## src/rtl/daq_pkg.sv

```systemverilog
// Shared definitions for the DAQ sensor transmitter and its matching receiver.
// Holds the one-hot phase codes seen on the state port and the pixel LFSR
// seed, tap mask and step function.
package daq_pkg;

  typedef logic [7:0] pixel_t;

  // One-hot phase codes driven on the state port (all other phases read 000)
  localparam logic [2:0] ST_NONE  = 3'b000;
  localparam logic [2:0] ST_FOT   = 3'b001;
  localparam logic [2:0] ST_WR_EN = 3'b010;
  localparam logic [2:0] ST_ROT   = 3'b100;

  // Fibonacci LFSR x^8+x^6+x^5+x^4+1: feedback from bits 7,5,4,3
  localparam pixel_t LFSR_SEED = 8'hA5;
  localparam pixel_t LFSR_TAPS = 8'hB8;

  function automatic pixel_t lfsr_next(input pixel_t s);
    return {s[6:0], ^(s & LFSR_TAPS)};
  endfunction

endpackage

```

## src/rtl/daq_sensor_tx_pattern.sv

```systemverilog
// Pixel pattern generator for daq_sensor_tx. Inputs are the next-cycle
// strobes and counters from the top FSM; the pixel is registered here so it
// lines up with the other registered outputs.
// Build option: define DAQ_SENSOR_TX_LFSR_EN for an LFSR pattern, otherwise a
// (frame_cnt + row + col) ramp is produced.
module daq_sensor_tx_pattern
  import daq_pkg::*;
#(
  parameter int ROW_W = 1,
  parameter int COL_W = 1
) (
  input  logic             daq_clk,
  input  logic             sys_rst_n,
  input  logic             frame_start,
  input  logic             line_vld,
  input  logic [ROW_W-1:0] row,
  input  logic [COL_W-1:0] col,
  input  logic [7:0]       frame_cnt,
  output logic [7:0]       pixel
);

  pixel_t pixel_q, pixel_d;

`ifdef DAQ_SENSOR_TX_LFSR_EN
  pixel_t lfsr_q, lfsr_d;
  logic   unused_pattern_in;

  assign unused_pattern_in = ^{row, col, frame_cnt};

  // LFSR reseeds on FOT entry and steps once per emitted pixel; the current
  // value is the pixel, so the first pixel of a frame is the seed
  always_comb begin
    lfsr_d  = lfsr_q;
    pixel_d = '0;
    if (frame_start) begin
      lfsr_d = LFSR_SEED;
    end else if (line_vld) begin
      lfsr_d  = lfsr_next(lfsr_q);
      pixel_d = lfsr_q;
    end
  end

  // LFSR state register
  always_ff @(posedge daq_clk or negedge sys_rst_n) begin
    if (!sys_rst_n) lfsr_q <= LFSR_SEED;
    else            lfsr_q <= lfsr_d;
  end
`else
  logic unused_pattern_in;

  assign unused_pattern_in = frame_start;

  // Ramp pattern, 8-bit arithmetic gives the mod-256 wrap
  always_comb begin
    pixel_d = '0;
    if (line_vld) pixel_d = frame_cnt + 8'(row) + 8'(col);
  end
`endif

  // Registered pixel output, zero outside active lines
  always_ff @(posedge daq_clk or negedge sys_rst_n) begin
    if (!sys_rst_n) pixel_q <= '0;
    else            pixel_q <= pixel_d;
  end

  assign pixel = pixel_q;

endmodule

```

## src/rtl/daq_sensor_tx.sv

```systemverilog
// Image-sensor style transmitter: FOT, H_ACTIVE-pixel lines separated by ROT
// gaps, then VBLK, repeating while enable is high. All outputs are registered
// from the next-state decode. frame_done marks the last pixel of a frame.
// Build option: DAQ_SENSOR_TX_LFSR_EN selects the LFSR pixel pattern.
module daq_sensor_tx
  import daq_pkg::*;
#(
  parameter int H_ACTIVE = 640,
  parameter int V_ACTIVE = 480,
  parameter int FOT_CYC  = 16,
  parameter int ROT_CYC  = 8,
  parameter int VBLK_CYC = 32
) (
  input  logic       daq_clk,
  input  logic       sys_rst_n,
  input  logic       enable,
  output logic [7:0] data_out,
  output logic       frame_vaild,
  output logic       line_vaild,
  output logic [2:0] state,
  output logic       frame_done,
  output logic       busy
);

  localparam int COL_W = (H_ACTIVE > 1) ? $clog2(H_ACTIVE) : 1;
  localparam int ROW_W = (V_ACTIVE > 1) ? $clog2(V_ACTIVE) : 1;

  localparam logic [COL_W-1:0] COL_LAST  = COL_W'(H_ACTIVE - 1);
  localparam logic [ROW_W-1:0] ROW_LAST  = ROW_W'(V_ACTIVE - 1);
  localparam logic [15:0]      FOT_LAST  = 16'(FOT_CYC - 1);
  localparam logic [15:0]      ROT_LAST  = 16'(ROT_CYC - 1);
  localparam logic [15:0]      VBLK_LAST = 16'(VBLK_CYC - 1);

  localparam logic [2:0] S_IDLE = 3'd0;
  localparam logic [2:0] S_FOT  = 3'd1;
  localparam logic [2:0] S_WR   = 3'd2;
  localparam logic [2:0] S_ROT  = 3'd3;
  localparam logic [2:0] S_VBLK = 3'd4;

  logic [2:0]       fsm_q, fsm_d;
  logic [15:0]      ovh_q, ovh_d;
  logic [COL_W-1:0] col_q, col_d;
  logic [ROW_W-1:0] row_q, row_d;
  logic [7:0]       frame_cnt_q, frame_cnt_d;
  logic             frame_start;

  logic       frame_vaild_q, frame_vaild_d;
  logic       line_vaild_q, line_vaild_d;
  logic [2:0] state_q, state_d;
  logic       frame_done_q, frame_done_d;
  logic       busy_q, busy_d;

  // Phase sequencing and counter updates
  always_comb begin
    fsm_d       = fsm_q;
    ovh_d       = ovh_q;
    col_d       = col_q;
    row_d       = row_q;
    frame_cnt_d = frame_cnt_q;
    frame_start = 1'b0;
    case (fsm_q)
      S_IDLE: begin
        if (enable) begin
          fsm_d       = S_FOT;
          ovh_d       = '0;
          frame_start = 1'b1;
        end
      end
      S_FOT: begin
        if (ovh_q == FOT_LAST) begin
          fsm_d = S_WR;
          ovh_d = '0;
          row_d = '0;
          col_d = '0;
        end else begin
          ovh_d = ovh_q + 16'd1;
        end
      end
      S_WR: begin
        if (col_q == COL_LAST) begin
          ovh_d = '0;
          if (row_q == ROW_LAST) begin
            fsm_d       = S_VBLK;
            frame_cnt_d = frame_cnt_q + 8'd1;
          end else begin
            fsm_d = S_ROT;
          end
        end else begin
          col_d = col_q + COL_W'(1);
        end
      end
      S_ROT: begin
        if (ovh_q == ROT_LAST) begin
          fsm_d = S_WR;
          ovh_d = '0;
          col_d = '0;
          row_d = row_q + ROW_W'(1);
        end else begin
          ovh_d = ovh_q + 16'd1;
        end
      end
      S_VBLK: begin
        if (ovh_q == VBLK_LAST) begin
          ovh_d = '0;
          // enable is only consulted here, so a frame in flight always completes
          if (enable) begin
            fsm_d       = S_FOT;
            frame_start = 1'b1;
          end else begin
            fsm_d = S_IDLE;
          end
        end else begin
          ovh_d = ovh_q + 16'd1;
        end
      end
      default: fsm_d = S_IDLE;
    endcase
  end

  // Output decode from the next phase so the registered outputs track fsm_q
  always_comb begin
    frame_vaild_d = (fsm_d == S_FOT) || (fsm_d == S_WR) || (fsm_d == S_ROT);
    line_vaild_d  = (fsm_d == S_WR);
    busy_d        = (fsm_d != S_IDLE);
    frame_done_d  = (fsm_d == S_WR) && (col_d == COL_LAST) && (row_d == ROW_LAST);
    case (fsm_d)
      S_FOT:   state_d = ST_FOT;
      S_WR:    state_d = ST_WR_EN;
      S_ROT:   state_d = ST_ROT;
      default: state_d = ST_NONE;
    endcase
  end

  // Control, counter and output registers
  always_ff @(posedge daq_clk or negedge sys_rst_n) begin
    if (!sys_rst_n) begin
      fsm_q         <= S_IDLE;
      ovh_q         <= '0;
      col_q         <= '0;
      row_q         <= '0;
      frame_cnt_q   <= '0;
      frame_vaild_q <= 1'b0;
      line_vaild_q  <= 1'b0;
      state_q       <= ST_NONE;
      frame_done_q  <= 1'b0;
      busy_q        <= 1'b0;
    end else begin
      fsm_q         <= fsm_d;
      ovh_q         <= ovh_d;
      col_q         <= col_d;
      row_q         <= row_d;
      frame_cnt_q   <= frame_cnt_d;
      frame_vaild_q <= frame_vaild_d;
      line_vaild_q  <= line_vaild_d;
      state_q       <= state_d;
      frame_done_q  <= frame_done_d;
      busy_q        <= busy_d;
    end
  end

  daq_sensor_tx_pattern #(
    .ROW_W (ROW_W),
    .COL_W (COL_W)
  ) u_pattern (
    .daq_clk     (daq_clk),
    .sys_rst_n   (sys_rst_n),
    .frame_start (frame_start),
    .line_vld    (line_vaild_d),
    .row         (row_d),
    .col         (col_d),
    .frame_cnt   (frame_cnt_d),
    .pixel       (data_out)
  );

  assign frame_vaild = frame_vaild_q;
  assign line_vaild  = line_vaild_q;
  assign state       = state_q;
  assign frame_done  = frame_done_q;
  assign busy        = busy_q;

endmodule

```

## config.mk

```make
export PLATFORM = sky130hd
export DESIGN_NAME = daq_sensor_tx
export DESIGN_NICKNAME = d
export VERILOG_FILES = /design/src/rtl/daq_pkg.sv /design/src/rtl/daq_sensor_tx_pattern.sv /design/src/rtl/daq_sensor_tx.sv
export SDC_FILE = /design/constraint.sdc
export NUM_CORES = 1
export LEC_CHECK = 0
export CAP_MARGIN = 20
export CORE_ASPECT_RATIO = 1.25
export CORE_MARGIN = 8
export CORE_UTILIZATION = 62
export CTS_BUF_LIST = sky130_fd_sc_hd__clkbuf_4 sky130_fd_sc_hd__clkbuf_8
export DETAILED_ROUTE_END_ITERATION = 7
export HOLD_SLACK_MARGIN = 0.06
export PLACE_DENSITY = 0.82
export SYNTH_ARGS = -nofsm -noshare
export SYNTH_HDL_FRONTEND = slang
export SYNTH_HIERARCHICAL = 1
export SYNTH_SLANG_ARGS = --single-unit
```

## constraint.sdc

```tcl
create_clock -name daq_clk -period 7.7 [get_ports daq_clk]
set_input_delay 1.155 -clock daq_clk [delete_from_list [all_inputs] [get_ports daq_clk]]
set_output_delay 1.155 -clock daq_clk [all_outputs]
set_load 0.02 [all_outputs]
```

# Word-level counts from Yosys, hierarchy flattened
# Cells that the tools add are included.
classes:
  addsub: 6
  n_eq_ne: 16
  muxes: 26
  reduce_logical: 8
ops:
  columns: ["operator", "n"]
  rows:
  - ["16-bit 2-to-1 mux", 5]
  - ["16-bit one-hot mux with 5 select lines", 1]
  - ["8-bit 2-to-1 mux", 4]
  - ["10-bit 2-to-1 mux", 3]
  - ["10-bit one-hot mux with 3 select lines", 1]
  - ["10-bit == test, second input constant", 2]
  - ["9-bit == test, second input constant", 2]
  - ["3-bit 2-to-1 mux", 6]
  - ["9-bit 2-to-1 mux", 2]
  - ["9-bit one-hot mux with 2 select lines", 1]
  - ["16-bit by 1-bit adder with 16-bit output, second input constant", 1]
  - ["8-bit adder", 2]
  - ["16-bit by 3-bit == test with 1-bit output, second input constant", 1]
  - ["16-bit by 4-bit == test with 1-bit output, second input constant", 1]
  - ["16-bit by 5-bit == test with 1-bit output, second input constant", 1]
  - ["3-bit one-hot mux with 5 select lines", 1]
  - ["3-bit by 2-bit == test with 1-bit output, second input constant", 4]
  - ["10-bit by 1-bit adder with 10-bit output, second input constant", 1]
  - ["9-bit by 1-bit adder with 9-bit output, second input constant", 1]
  - ["3-bit one-hot mux with 3 select lines", 1]
  - ["8-bit by 1-bit adder with 8-bit output, second input constant", 1]
  - ["3-bit by 1-bit == test with 1-bit output, second input constant", 2]
  - ["5-bit nonzero test", 1]
  - ["2-bit != test, second input constant", 2]
  - ["other kinds (7)", 9]
word_totals:
  register_bits: 61
  input_bits: 3
  elab_cells: 67

# Longest topological paths before layout
# Gate-level depths: netlist (run 1).
logic_depth:
  ltp_word: 7
  ltp_mapped: 15

# Modules after synthesis
# Netlist (run 1), hierarchy kept.
by_module_without_submodules:
  columns: ["mod", "instances", "cells_each", "area_per_inst_um2"]
  rows:
  - ["daq_sensor_tx", 1, 313, 2970.3]
  - ["daq_sensor_tx_pattern", 1, 61, 666.9]

# Worst setup path before layout (run 1)
# OpenSTA, ideal clock, no wires.
synth_timing:
  kind: "register -> register"
  startpoint: "register col_q[0]"
  endpoint: "register u_pattern.pixel_q[7], in the netlist u_pattern/pixel[7]"
  arrival_time_ns: 3.533
  required_ns: 7.624
  path_slack_ns: 4.090
  stages_incl_launch_ff: 15
  path_buffers: 1
  period_less_slack_ns: 3.610
  cell_sequence: "dfrtp_1 -> ha_1 -> and3_1 -> clkbuf_1 -> nand3_1 -> nor3_2 -> mux2_2 -> fa_1 -> ha_1 -> inv_1 -> fa_1 -> nor2b_1 -> o31ai_1 -> a2111o_1 -> o21ai_1"
synth_between:
  elab_chain_cells: 6
  word_cells_on_any_way: 14
synth_lines:
  columns: ["item", "line", "text"]
  rows:
  - ["from (decl)", "daq_sensor_tx.sv:42", "logic [COL_W-1:0] col_q, col_d;"]
  - ["from (signal assigned)", "daq_sensor_tx.sv:150", "col_q <= col_d;"]
  - ["10-bit == test", "daq_sensor_tx.sv:80", "if (col_q == COL_LAST) begin"]
  - ["8-bit 2-to-1 mux", "daq_sensor_tx.sv:80", null]
  - ["8-bit 2-to-1 mux", "daq_sensor_tx.sv:61", "case (fsm_q)"]
  - ["named net frame_cnt_d[1]", "daq_sensor_tx.sv:44", "logic [7:0] frame_cnt_q, frame_cnt_d;"]
  - ["8-bit adder (2 in series)", "daq_sensor_tx_pattern.sv:56", "if (line_vld) pixel_d = frame_cnt + 8'(row) + 8'(col);"]
  - ["8-bit 2-to-1 mux", "daq_sensor_tx_pattern.sv:56", null]
  - ["named net u_pattern.pixel_d[7]", "daq_sensor_tx_pattern.sv:22", "pixel_t pixel_q, pixel_d;"]
  - ["to (signal assigned)", "daq_sensor_tx_pattern.sv:63", "else pixel_q <= pixel_d;"]
  - ["to (decl)", "daq_sensor_tx_pattern.sv:22", null]
# The timed path passes the listed nets, and every way through them passes these cells.
# A chain may end at the register's enable or synchronous reset.

# Worst setup path after layout (run 1)
layout_timing:
  startpoint: "register fsm_q[1]"
  endpoint: "register u_pattern.pixel_q[7], in the netlist u_pattern/pixel[7]"
layout_between:
  elab_chain_cells: 5
  word_cells_on_any_way: 18
layout_lines:
  columns: ["item", "line", "text"]
  rows:
  - ["from (decl)", "daq_sensor_tx.sv:40", "logic [2:0] fsm_q, fsm_d;"]
  - ["from (signal assigned)", "daq_sensor_tx.sv:148", "fsm_q <= fsm_d;"]
  - ["3-bit by 2-bit == test with 1-bit output", "daq_sensor_tx.sv:61", null]
  - ["8-bit 2-to-1 mux", "daq_sensor_tx.sv:61", null]
  - ["named net frame_cnt_d[1]", "daq_sensor_tx.sv:44", null]
  - ["8-bit adder (2 in series)", "daq_sensor_tx_pattern.sv:56", null]
  - ["8-bit 2-to-1 mux", "daq_sensor_tx_pattern.sv:56", null]
  - ["named net u_pattern.pixel_d[7]", "daq_sensor_tx_pattern.sv:22", null]
# The timed path passes the listed nets, and every way through them passes these cells.

==> Implementation_results.wiki, run 1 <==
{| class="wikitable"
! Metric !! Value
|-
| Vertical die dimension || 101.6 um
|-
| Flop pwr share || 36.7%
|-
| Arr. time, crit path || 4.35 ns
|-
| Max Slew Vio Count || 0
|-
| Largest area contributor in the synthesized netlist || sky130_fd_sc_hd__dfrtp_1
|-
| Hold Path Cell Cnt || 1
|-
| Cell types occupying the most area after synthesis || sky130_fd_sc_hd__dfrtp_1 (41%), sky130_fd_sc_hd__fa_1 (4.4%), sky130_fd_sc_hd__ha_1 (3.4%)
|-
| Hold path startpoint || frame_cnt_q[7]$_DFF_PN0_
|-
| Num ports || 18
|-
| Clock tree from TritonCTS || yes
|-
| Number of nets at the end of the flow || 413
|-
| Max frequency || 0.2448 GHz
|-
| Actual transition at the worst max-transition pin || 0.7442 ns
|-
| Sink Count || 60
|-
| Clock tree skew after final layout || 0.01505 ns
|-
| Sort of element at the end of the critical path || flop
|-
| Number of fill cells in the layout || 462
|-
| Post-detailed-route DRC marker count || 0
|-
| Fraction of power spent switching nets || 37.61%
|-
| Register area share after synthesis || 41.28%
|-
| Number of synthesized register bits || 60
|-
| Number of global-route vias before repair || 2,888
|-
| Syn_area_per_cell || 9.725 um^2
|-
| Wire length reported by the detailed router || 8.353 mm
|-
| Startpoint of the worst register-to-register path || fsm_q[1]$_DFF_PN0_
|-
| Run status || finished, final reports clean
|-
| Iteration count of the initial detailed-routing pass || 5
|-
| Total number of yosys warnings || 6
|-
| Chip width || 84.51 um
|-
| Total count of hold-check failures in the final report || 0
|-
| Syn Inst Count || 374
|-
| Setup repair after global routing missed its margin || no
|-
| Sort of element at the start of the critical path || flop
|-
| Relative slew slack || 50.38%
|-
| Effective utilization at floorplan || 63.36%
|-
| Antenna-violating nets left || 0
|-
| Min-Delay Path Class || reg -> reg
|-
| Clock insertion delay at the later pin of the skew report || 0.35 ns
|-
| Pin count of the biggest net entering global routing || 61
|-
| Post-synth EDFFs || 0
|-
| Reg-to-Reg End || u_pattern/pixel[7]$_DFF_PN0_
|-
| Portion of total power attributed to combinational logic || 35.1%
|-
| Count of routing violations after the opening detailed-route iteration || 171
|-
| Proportion of synthesized flip-flops having asynchronous set or reset || 100.0%
|-
| Final Cycle Share || 53.06%
|-
| Post-CTS Setup Repair Bufs || 0
|-
| Endpoint, Worst Hold || frame_cnt_q[7]$_DFF_PN0_
|-
| Via density per instance || 6.432
|-
| Critical path required time || 7.97 ns
|-
| Net Switching || 0.4313 mW
|-
| Ant. Diodes || 0
|-
| Inserted Clock Buffers || 9
|-
| Worst setup path category || reg -> reg
|-
| Area growth from synthesis to final layout || 11.70%
|-
| Count of maximum capacitance violations || 0
|-
| Overall power consumption || 1.147 mW
|-
| HPWL after detailed placement || 6.084 mm
|-
| Maximum buffer depth of the clock tree || 2
|-
| Total die area || 8589 um^2
|-
| Cell Pwr Density || 282.3 nW/um^2
|-
| Remaining global-route overflow || 0
|-
| Clock transition at path regs || 0.07 ns
|-
| Global-route wire length before repair || 13.97 mm
|-
| Yosys cell types || 65
|-
| Overall routing resource usage || 20.71%
|-
| R2R Setup Slk || 3.61 ns
|-
| Routed length per instance || 18.04 um
|-
| Net count after synthesis || 395
|-
| Instance area at placement || 3837 um^2
|-
| H-tree depth || 3
|-
| Clock root buffer || sky130_fd_sc_hd__clkbuf_8
|-
| Peak VDD IR || 0.1451 mV
|-
| Total vias in the final route || 2,978
|-
| Clock period minus worst slack || 4.085 ns
|-
| Rows || 31
|-
| Core footprint || 5741 um^2
|-
| Final setup fails || 0
|-
| CTS resizes || 0
|-
| Cell count of the worst reg-to-reg path || 11
|-
| Clk network pwr share || 28.3%
|-
| Yosys top cell area share || 41.28%
|-
| RD Place Congestion || 0.8976
|-
| Initial antenna violation count || 0
|-
| Cell leakage power || 1.795 nW
|-
| Final instance area || 4063 um^2
|-
| Ys flop type || sky130_fd_sc_hd__dfrtp_1
|-
| Total of hold buffers inserted after clock tree synthesis || 0
|-
| Netlist Area Pre-Place || 3637 um^2
|-
| Final total negative setup slack || 0 ns
|-
| Int Power || 0.7155 mW
|-
| Ratio of cells with drive above 1 in the final layout || 8.312%
|-
| Count of input and output buffers || 17
|-
| Maximum fanout count along the critical path || 20
|}
[registers in the layout, indices dropped and copies added (netlist names)]
| register | cells |
|---|---|
| state | 3 |
| fsm_q | 3 |
| col_q | 10 |
| u_pattern/pixel | 8 |
| busy | 1 |
| frame_vaild | 1 |
| row_q | 9 |
| frame_cnt_q | 8 |
| ovh_q | 16 |
| frame_done | 1 |
[cell usage in the layout, fill, tap and decap left out, types with 4 or more instances in the layout]
master	count
sky130_fd_sc_hd__a21oi_1	15
sky130_fd_sc_hd__a22o_1	5
sky130_fd_sc_hd__and3_1	14
sky130_fd_sc_hd__clkbuf_8	10
sky130_fd_sc_hd__clkdlybuf4s50_1	16
sky130_fd_sc_hd__dfrtp_1	60
sky130_fd_sc_hd__fa_1	8
sky130_fd_sc_hd__ha_1	10
sky130_fd_sc_hd__inv_1	12
sky130_fd_sc_hd__mux2i_1	4
sky130_fd_sc_hd__nand2_1	31
sky130_fd_sc_hd__nand2b_1	5
sky130_fd_sc_hd__nand3_1	20
sky130_fd_sc_hd__nand4_1	14
sky130_fd_sc_hd__nor2_1	25
sky130_fd_sc_hd__nor2b_1	7
sky130_fd_sc_hd__nor3_1	8
sky130_fd_sc_hd__nor3b_1	4
sky130_fd_sc_hd__o211ai_1	4
sky130_fd_sc_hd__o21ai_0	21
sky130_fd_sc_hd__o21ai_1	7
sky130_fd_sc_hd__o31ai_1	6
sky130_fd_sc_hd__or3_1	4
sky130_fd_sc_hd__or4_1	4
sky130_fd_sc_hd__xnor2_1	11
sky130_fd_sc_hd__xor2_1	5
[synthesized netlist by cell type, types with 5 or more instances]
cell and count:
sky130_fd_sc_hd__xor2_1 5, sky130_fd_sc_hd__nor2b_1 7, sky130_fd_sc_hd__nand4_1 14, sky130_fd_sc_hd__a21oi_1 15
sky130_fd_sc_hd__inv_1 12, sky130_fd_sc_hd__fa_1 8, sky130_fd_sc_hd__o21ai_1 7, sky130_fd_sc_hd__nand2_1 31
sky130_fd_sc_hd__o31ai_1 6, sky130_fd_sc_hd__clkbuf_1 5, sky130_fd_sc_hd__a22o_1 5, sky130_fd_sc_hd__and3_1 14
sky130_fd_sc_hd__nand3_1 20, sky130_fd_sc_hd__o21ai_0 21, sky130_fd_sc_hd__xnor2_1 11, sky130_fd_sc_hd__dfrtp_1 60
sky130_fd_sc_hd__nand2b_1 5, sky130_fd_sc_hd__ha_1 10, sky130_fd_sc_hd__nor3_1 8, sky130_fd_sc_hd__nor2_1 25
[worst max path at each step]
stage / from / endpoint / cells past startpoint
CTS: fsm_q[1]$_DFF_PN0_ / u_pattern/pixel[7]$_DFF_PN0_ / 11
global placement: fsm_q[1]$_DFF_PN0_ / u_pattern/pixel[7]$_DFF_PN0_ / 11
floorplan: col_q[0]$_DFF_PN0_ / u_pattern/pixel[7]$_DFF_PN0_ / 14
finish: fsm_q[1]$_DFF_PN0_ / u_pattern/pixel[7]$_DFF_PN0_ / 11
global route: ovh_q[11]$_DFFE_PN0P_ / u_pattern/pixel[7]$_DFF_PN0_ / 13
detailed placement: fsm_q[1]$_DFF_PN0_ / u_pattern/pixel[7]$_DFF_PN0_ / 11
[final cells by class]
| cell class | count | area (um^2) | share of cell area (%) |
|---|---|---|---|
| Clock inverter | 4 | 72.57 | 1.786 |
| Inverter | 13 | 48.80 | 1.201 |
| Timing Repair Buffer | 18 | 172.7 | 4.250 |
| Sequential cell | 60 | 1501 | 36.96 |
| Clock buffer | 12 | 152.6 | 3.757 |
| Tap cell | 66 | 82.58 | 2.033 |
| Multi-Input combinational cell | 290 | 2032 | 50.02 |
[power groups by stage]
| stage | registers (mW) | clock network [mW] | logic [mW] |
|---|---|---|---|
| final | 0.420 | 0.324 | 0.402 |
| after global routing | 0.429 | 0.341 | 0.454 |
| after CTS | 0.419 | 0.329 | 0.405 |
| after detailed placement | 0.425 | 0 | 0.396 |
| after global placement | 0.422 | 0 | 0.388 |
| after floorplan | 0.412 | 0 | 0.293 |
[worst max-delay path, cell delays in order (launching register included)]
cell and delay, ns:
sky130_fd_sc_hd__dfrtp_1 0.73, sky130_fd_sc_hd__or3b_1 0.54, sky130_fd_sc_hd__nor3_2 0.45, sky130_fd_sc_hd__mux2_2 0.42, sky130_fd_sc_hd__fa_1 0.49, sky130_fd_sc_hd__ha_1 0.19
sky130_fd_sc_hd__inv_1 0.06, sky130_fd_sc_hd__fa_1 0.38, sky130_fd_sc_hd__nor2b_1 0.19, sky130_fd_sc_hd__o31ai_1 0.12, sky130_fd_sc_hd__a2111o_1 0.37, sky130_fd_sc_hd__o21ai_1 0.08
[through the flow]
| stage | util [%] | instances | hold slack [ns] | setup WS, ns |
|---|---|---|---|---|
| floorplan | - | 374 | 0.4628 | 4.090 |
| global placement | 66.85 | 447 | 0.4808 | 3.791 |
| detailed placement | 66.85 | 447 | 0.4935 | 3.689 |
| CTS | 70.77 | 463 | 0.5041 | 3.621 |
| global route | 70.77 | 463 | 0.5250 | 3.242 |
| finish | 70.77 | 463 | 0.4967 | 3.615 |
[layer usage]
layer  global-route usage [%]  vias up  share of wire (%)
li1                         -     1431                  -
met1                    23.59     1457                 42
met2                    36.31       72                 53
met3                    4.951       18                3.4
met4                    8.929        0                2.6
met5                        0        -                  0
[logic make-up (layout without fill, tap and decap cells)]
family,Yosys count,in the layout,synth area share [%]
AND/OR/NAND/NOR,168,168,27.66
buffers and inverters,24,47,2.855
AO/OA/AOI/OAI,83,83,15.10
flip-flops,60,60,41.28
adder cells (fa/ha/maj),18,18,7.843
XOR/XNOR,16,16,3.853
multiplexers,5,5,1.410
No activity file was read; power rests on OpenSTA's default activity.
==> run 2, diff against run 1 <==
==> constraint.sdc (replaced) <==
create_clock -name daq_clk -period 4.2 [get_ports daq_clk]
set_input_delay 0.63 -clock daq_clk [delete_from_list [all_inputs] [get_ports daq_clk]]
set_output_delay 0.63 -clock daq_clk [all_outputs]
set_load 0.02 [all_outputs]
==> Implementation_results.wiki, run 2 (synthesis gave the netlist of run 1 again) <==
{| class="wikitable"
! Metric !! Value
|-
| Clock tree from TritonCTS || yes
|-
| Relative slew slack || 56.36%
|-
| Min-Delay Path Class || in -> async
|-
| Arr. time, crit path || 4.08 ns
|-
| Rows || 31
|-
| Clock tree skew after final layout || 0.005659 ns
|-
| Global-route wire length before repair || 14.04 mm
|-
| Total vias in the final route || 2,974
|-
| Overall routing resource usage || 21.04%
|-
| HPWL after detailed placement || 6.229 mm
|-
| Peak VDD IR || 0.2782 mV
|-
| Clock insertion delay at the later pin of the skew report || 0.34 ns
|-
| Post-detailed-route DRC marker count || 0
|-
| Initial antenna violation count || 0
|-
| Chip width || 84.51 um
|-
| Clock root buffer || sky130_fd_sc_hd__clkbuf_8
|-
| H-tree depth || 3
|-
| Final instance area || 4036 um^2
|-
| Clock transition at path regs || 0.07 ns
|-
| Total die area || 8589 um^2
|-
| Highest-count cells in the layout ignoring fill and taps || sky130_fd_sc_hd__dfrtp_1 (60), sky130_fd_sc_hd__nand2_1 (31), sky130_fd_sc_hd__nor2_1 (25)
|-
| Run status || finished, final reports clean
|-
| Worst Setup SP || col_q[0]$_DFF_PN0_
|-
| Worst setup path endpoint || u_pattern/pixel[7]$_DFF_PN0_
|-
| Inserted Clock Buffers || 9
|-
| Number of global-route vias before repair || 2,931
|-
| Ratio of cells with drive above 1 in the final layout || 8.772%
|-
| Number of nets at the end of the flow || 416
|-
| Total of hold buffers inserted after clock tree synthesis || 0
|-
| Sort of element at the start of the critical path || flop
|-
| Routed length per instance || 18.01 um
|-
| Leading registers by flop count || ovh_q x16, col_q x10, row_q x9
|-
| Area occupied by multi-input gates || 2032 um^2
|-
| Reg-to-Reg End || u_pattern/pixel[7]$_DFF_PN0_
|-
| Worst setup path category || reg -> reg
|-
| Via density per instance || 6.396
|-
| Final setup fails || 0
|-
| Area growth from synthesis to final layout || 10.97%
|-
| # placed instances || 450
|-
| Sink Count || 60
|-
| Iteration count of the initial detailed-routing pass || 4
|-
| Final total negative setup slack || 0 ns
|-
| Antenna-violating nets left || 0
|-
| Final non-filler cell total || 465
|-
| Vertical die dimension || 101.6 um
|-
| R2R Setup Slk || 0.39 ns
|-
| Max Slew Vio Count || 0
|-
| Count of routing violations after the opening detailed-route iteration || 179
|-
| Wire length reported by the detailed router || 8.375 mm
|-
| Pin count of the biggest net entering global routing || 33
|-
| Overall power consumption || 2.000 mW
|-
| CTS resizes || 0
|-
| Final Cycle Share || 90.63%
|-
| Combined flip-flop and latch cell area || 1501 um^2
|-
| Max frequency || 0.2627 GHz
|-
| Sort of element at the end of the critical path || flop
|-
| Clock period minus worst slack || 3.807 ns
|-
| Effective utilization at floorplan || 63.36%
|-
| Leading cell type in the layout, fill and taps excluded || sky130_fd_sc_hd__dfrtp_1
|-
| Critical path required time || 4.47 ns
|-
| Count of maximum capacitance violations || 0
|-
| Post-CTS Setup Repair Bufs || 0
|-
| Num ports || 18
|-
| Cell leakage power || 1.792 nW
|-
| Maximum buffer depth of the clock tree || 2
|-
| Ant. Diodes || 0
|-
| Count of input and output buffers || 17
|-
| Cell count of the worst reg-to-reg path || 14
|-
| Maximum fanout count along the critical path || 6
|-
| Number of flip-flops under the largest register name || 16
|-
| Setup repair after global routing missed its margin || no
|-
| Actual transition at the worst max-transition pin || 0.6525 ns
|-
| Top register by number of flip-flops || ovh_q
|-
| Startpoint of the worst register-to-register path || col_q[0]$_DFF_PN0_
|-
| Remaining global-route overflow || 0
|-
| Core footprint || 5741 um^2
|-
| Instance area at placement || 3860 um^2
|-
| RD Place Congestion || 0.9353
|-
| Total count of hold-check failures in the final report || 0
|-
| Cell Pwr Density || 495.6 nW/um^2
|-
| Number of fill cells in the layout || 449
|}
==> run 2: worst min path at each step <==
stage	to	startpoint	slack [ns]
finish	col_q[7]$_DFF_PN0_	sys_rst_n	0.30
global placement	ovh_q[0]$_DFFE_PN0P_	ovh_q[0]$_DFFE_PN0P_	0.48
global route	col_q[8]$_DFF_PN0_	sys_rst_n	0.34
detailed placement	frame_cnt_q[7]$_DFF_PN0_	frame_cnt_q[7]$_DFF_PN0_	0.48
floorplan	busy$_DFF_PN0_	sys_rst_n	0.33
CTS	col_q[9]$_DFF_PN0_	sys_rst_n	0.33
==> run 2: worst max-delay path: stages, from the launching register on <==
cell and delay, ns:
sky130_fd_sc_hd__dfrtp_1 0.42, sky130_fd_sc_hd__ha_1 0.25, sky130_fd_sc_hd__and3_1 0.31, sky130_fd_sc_hd__nand3_1 0.16
sky130_fd_sc_hd__nor3_2 0.27, sky130_fd_sc_hd__buf_4 0.19, sky130_fd_sc_hd__and4_1 0.24, sky130_fd_sc_hd__nand3_1 0.12
sky130_fd_sc_hd__xnor2_1 0.26, sky130_fd_sc_hd__fa_1 0.46, sky130_fd_sc_hd__ha_1 0.36, sky130_fd_sc_hd__o21a_1 0.14
sky130_fd_sc_hd__o31ai_1 0.09, sky130_fd_sc_hd__a2111o_1 0.38, sky130_fd_sc_hd__o21ai_1 0.07
==> run 2: through the flow <==
step                utilization (%)  hold WS [ns]  setup slack, ns
floorplan                         -        0.3344           0.5904
global placement              67.24        0.4831           0.5400
detailed placement            67.24        0.4837           0.4639
CTS                           70.31        0.3280           0.4300
global route                  70.31        0.3449           0.1312
finish                        70.31        0.3039           0.3935
==> run 2: layer usage <==
metal	global-route usage [%]	share of wire (%)	vias to the layer above	wire, um
li1	-	-	1433	-
met1	22.32	41	1447	3415
met2	37.77	52	71	4348
met3	4.545	4.0	23	336
met4	12.36	3.3	0	275
met5	0	0	-	0
==> run 2: cell type report <==
class | instances | area share, %
multi-input combinational | 290 | 50.34
sequential | 60 | 37.20
timing repair buffer | 21 | 4.836
clock buffer | 13 | 4.123
tap | 66 | 2.046
inverter | 13 | 1.209
clock inverter | 2 | 0.2480
==> run 2: where the power goes <==
part | internal [mW] | switching (mW)
logic | 0.300 | 0.476
registers | 0.660 | 0.0913
clock network | 0.254 | 0.218
==> run 3, diff against run 2 <==
--- a/config.mk
+++ b/config.mk
@@ -11,6 +11,7 @@
 export CORE_UTILIZATION = 62
 export CTS_BUF_LIST = sky130_fd_sc_hd__clkbuf_4 sky130_fd_sc_hd__clkbuf_8
 export DETAILED_ROUTE_END_ITERATION = 7
+export GPL_ROUTABILITY_DRIVEN = 0
 export HOLD_SLACK_MARGIN = 0.06
 export PLACE_DENSITY = 0.82
 export SYNTH_ARGS = -nofsm -noshare
==> Implementation_results.wiki, run 3 (synthesis gave the netlist of run 1 again) <==
{| class="wikitable"
! Metric !! Value
|-
| Max Slew Vio Count || 0
|-
| Chip width || 84.51 um
|-
| Count of maximum capacitance violations || 0
|-
| Number of global-route vias before repair || 3,064
|-
| Cell Pwr Density || 528.7 nW/um^2
|-
| Top register by number of flip-flops || ovh_q
|-
| Highest-count cells in the layout ignoring fill and taps || sky130_fd_sc_hd__dfrtp_1 (60), sky130_fd_sc_hd__nand2_1 (31), sky130_fd_sc_hd__nor2_1 (25)
|-
| Cell count of the worst reg-to-reg path || 12
|-
| Clock root buffer || sky130_fd_sc_hd__clkbuf_8
|-
| Maximum fanout count along the critical path || 12
|-
| Worst setup path category || reg -> reg
|-
| Post-CTS Setup Repair Bufs || 0
|-
| Final setup fails || 0
|-
| Clock tree skew after final layout || 0.01073 ns
|-
| Ratio of cells with drive above 1 in the final layout || 9.000%
|-
| # placed instances || 450
|-
| Met1 track utilization from global routing || 22.65%
|-
| Relative slew slack || 50.34%
|-
| Total count of hold-check failures in the final report || 0
|-
| H-tree depth || 3
|-
| Clock period minus worst slack || 3.897 ns
|-
| Overall routing resource usage || 21.50%
|-
| Cell leakage power || 1.820 nW
|-
| Area growth from synthesis to final layout || 12.69%
|-
| R2R Setup Slk || 0.30 ns
|-
| Clock insertion delay at the later pin of the skew report || 0.35 ns
|-
| Routed length per instance || 18.42 um
|-
| Ant. Diodes || 0
|-
| Pre-CTS setup slack || 0.4446 ns
|-
| Leading registers by flop count || ovh_q x16, col_q x10, row_q x9
|-
| Clock transition at path regs || 0.07 ns
|-
| Sort of element at the start of the critical path || flop
|-
| Core footprint || 5741 um^2
|-
| Peak VDD IR || 0.4147 mV
|-
| Min-Delay Path Class || in -> async
|-
| Count of routing violations after the opening detailed-route iteration || 244
|-
| Sink Count || 60
|-
| Wire length reported by the detailed router || 8.586 mm
|-
| Reg-to-Reg End || u_pattern/pixel[7]$_DFF_PN0_
|-
| Max frequency || 0.2566 GHz
|-
| Antenna-violating nets left || 0
|-
| Arr. time, crit path || 4.18 ns
|-
| Num ports || 18
|-
| Effective utilization at floorplan || 63.36%
|-
| Setup repair after global routing missed its margin || no
|-
| Total of hold buffers inserted after clock tree synthesis || 0
|-
| Actual transition at the worst max-transition pin || 0.7449 ns
|-
| CTS resizes || 0
|-
| Count of input and output buffers || 17
|-
| Maximum buffer depth of the clock tree || 2
|-
| Cell-by-cell listing of the critical path || or3b_1, a31oi_1, nor2_1, a22o_1, fa_1, ha_1, inv_1, fa_1, nor2b_1, o31ai_1, a2111o_1, o21ai_1
|-
| HPWL after detailed placement || 6.185 mm
|-
| Clock tree from TritonCTS || yes
|-
| Total vias in the final route || 3,084
|-
| Vertical die dimension || 101.6 um
|-
| Global-route wire length before repair || 14.48 mm
|-
| Final Cycle Share || 92.78%
|-
| Remaining global-route overflow || 0
|-
| Final Worst Setup Slack || 0.3031 ns
|-
| Via density per instance || 6.618
|-
| Crit. path cell count || 12
|-
| Number of flip-flops under the largest register name || 16
|-
| Sort of element at the end of the critical path || flop
|-
| Slowest cell on the critical path || sky130_fd_sc_hd__or3b_1
|-
| Final non-filler cell total || 466
|-
| GR Layer Usage met2 || 38.68%
|-
| Rows || 31
|-
| Total die area || 8589 um^2
|-
| Crit-path leading delay family || compound AO/OA/AOI/OAI gates
|-
| Final total negative setup slack || 0 ns
|-
| Instance area at placement || 3860 um^2
|-
| Run status || finished, final reports clean
|-
| Startpoint of the worst register-to-register path || fsm_q[2]$_DFF_PN0_
|-
| Iteration count of the initial detailed-routing pass || 5
|-
| Inserted Clock Buffers || 9
|-
| Initial antenna violation count || 0
|-
| Leading cell type in the layout, fill and taps excluded || sky130_fd_sc_hd__dfrtp_1
|-
| Number of nets at the end of the flow || 416
|-
| Critical path required time || 4.48 ns
|-
| Number of fill cells in the layout || 438
|-
| Post-detailed-route DRC marker count || 0
|-
| Met3 usage in global routing || 4.302%
|-
| Crit-path max cell delay || 0.56 ns
|-
| Pin count of the biggest net entering global routing || 61
|-
| Final instance area || 4099 um^2
|-
| Busiest layer in global routing || met2
|-
| Cell repeated most along the worst path || sky130_fd_sc_hd__fa_1
|-
| Buffers and inverters on the worst path || 1
|-
| Final design utilization || 71.40%
|}
==> run 3: cell types whose count changed in the layout (fill, tap and decap cells not counted) <==
cell,before,now
sky130_fd_sc_hd__bufinv_16,0,3
sky130_fd_sc_hd__clkbuf_8,11,9
==> run 3: how the worst max path moves through the flow <==
stage                     slack, ns                            to                from
after detailed placement       0.44  u_pattern/pixel[7]$_DFF_PN0_  fsm_q[2]$_DFF_PN0_
final                          0.30  u_pattern/pixel[7]$_DFF_PN0_  fsm_q[2]$_DFF_PN0_
after floorplan                0.59  u_pattern/pixel[7]$_DFF_PN0_  col_q[0]$_DFF_PN0_
after global placement         0.59  u_pattern/pixel[7]$_DFF_PN0_  col_q[0]$_DFF_PN0_
after CTS                      0.39  u_pattern/pixel[7]$_DFF_PN0_  fsm_q[2]$_DFF_PN0_
after global routing           0.12  u_pattern/pixel[7]$_DFF_PN0_  fsm_q[2]$_DFF_PN0_
==> run 3: power breakdown <==
| part | total (mW) | internal, mW | leakage (nW) | switching, mW |
|---|---|---|---|---|
| logic | 0.786 | 0.302 | 0.900 | 0.484 |
| registers | 0.751 | 0.660 | 0.796 | 0.0910 |
| clock network | 0.630 | 0.405 | 0.124 | 0.225 |
==> run 3: cell type report <==
type	instances	area, um^2	area share (%)
timing repair buffer	21	195.2	4.762
tap	66	82.58	2.015
multi-input combinational	290	2032	49.57
sequential	60	1501	36.63
inverter	13	48.80	1.190
clock inverter	5	100.1	2.442
clock buffer	11	138.9	3.388
==> run 3: worst reg2reg max path, stage by stage, from the launching register on <==
cell and delay [ns]:
sky130_fd_sc_hd__dfrtp_1 0.50, sky130_fd_sc_hd__or3b_1 0.56, sky130_fd_sc_hd__a31oi_1 0.40, sky130_fd_sc_hd__nor2_1 0.15, sky130_fd_sc_hd__a22o_1 0.25, sky130_fd_sc_hd__fa_1 0.54, sky130_fd_sc_hd__ha_1 0.17, sky130_fd_sc_hd__inv_1 0.05
sky130_fd_sc_hd__fa_1 0.38, sky130_fd_sc_hd__nor2b_1 0.24, sky130_fd_sc_hd__o31ai_1 0.14, sky130_fd_sc_hd__a2111o_1 0.38, sky130_fd_sc_hd__o21ai_1 0.07
==> run 3: per-stage QoR <==
step / power [mW] / hold slack [ns]
2_1_floorplan: 1.293 / 0.3344
3_3_place_gp: 1.502 / 0.4824
3_5_place_dp: 1.529 / 0.4888
4_1_cts: 2.170 / 0.4533
5_1_grt: 2.306 / 0.5039
6_report: 2.167 / 0.4170
==> run 3: metal layers <==
metal  part of all wire (%)  wire length, um
met1                     40             3431
met2                     52             4439
met3                    4.4              382
met4                    3.9              332
met5                      0                0
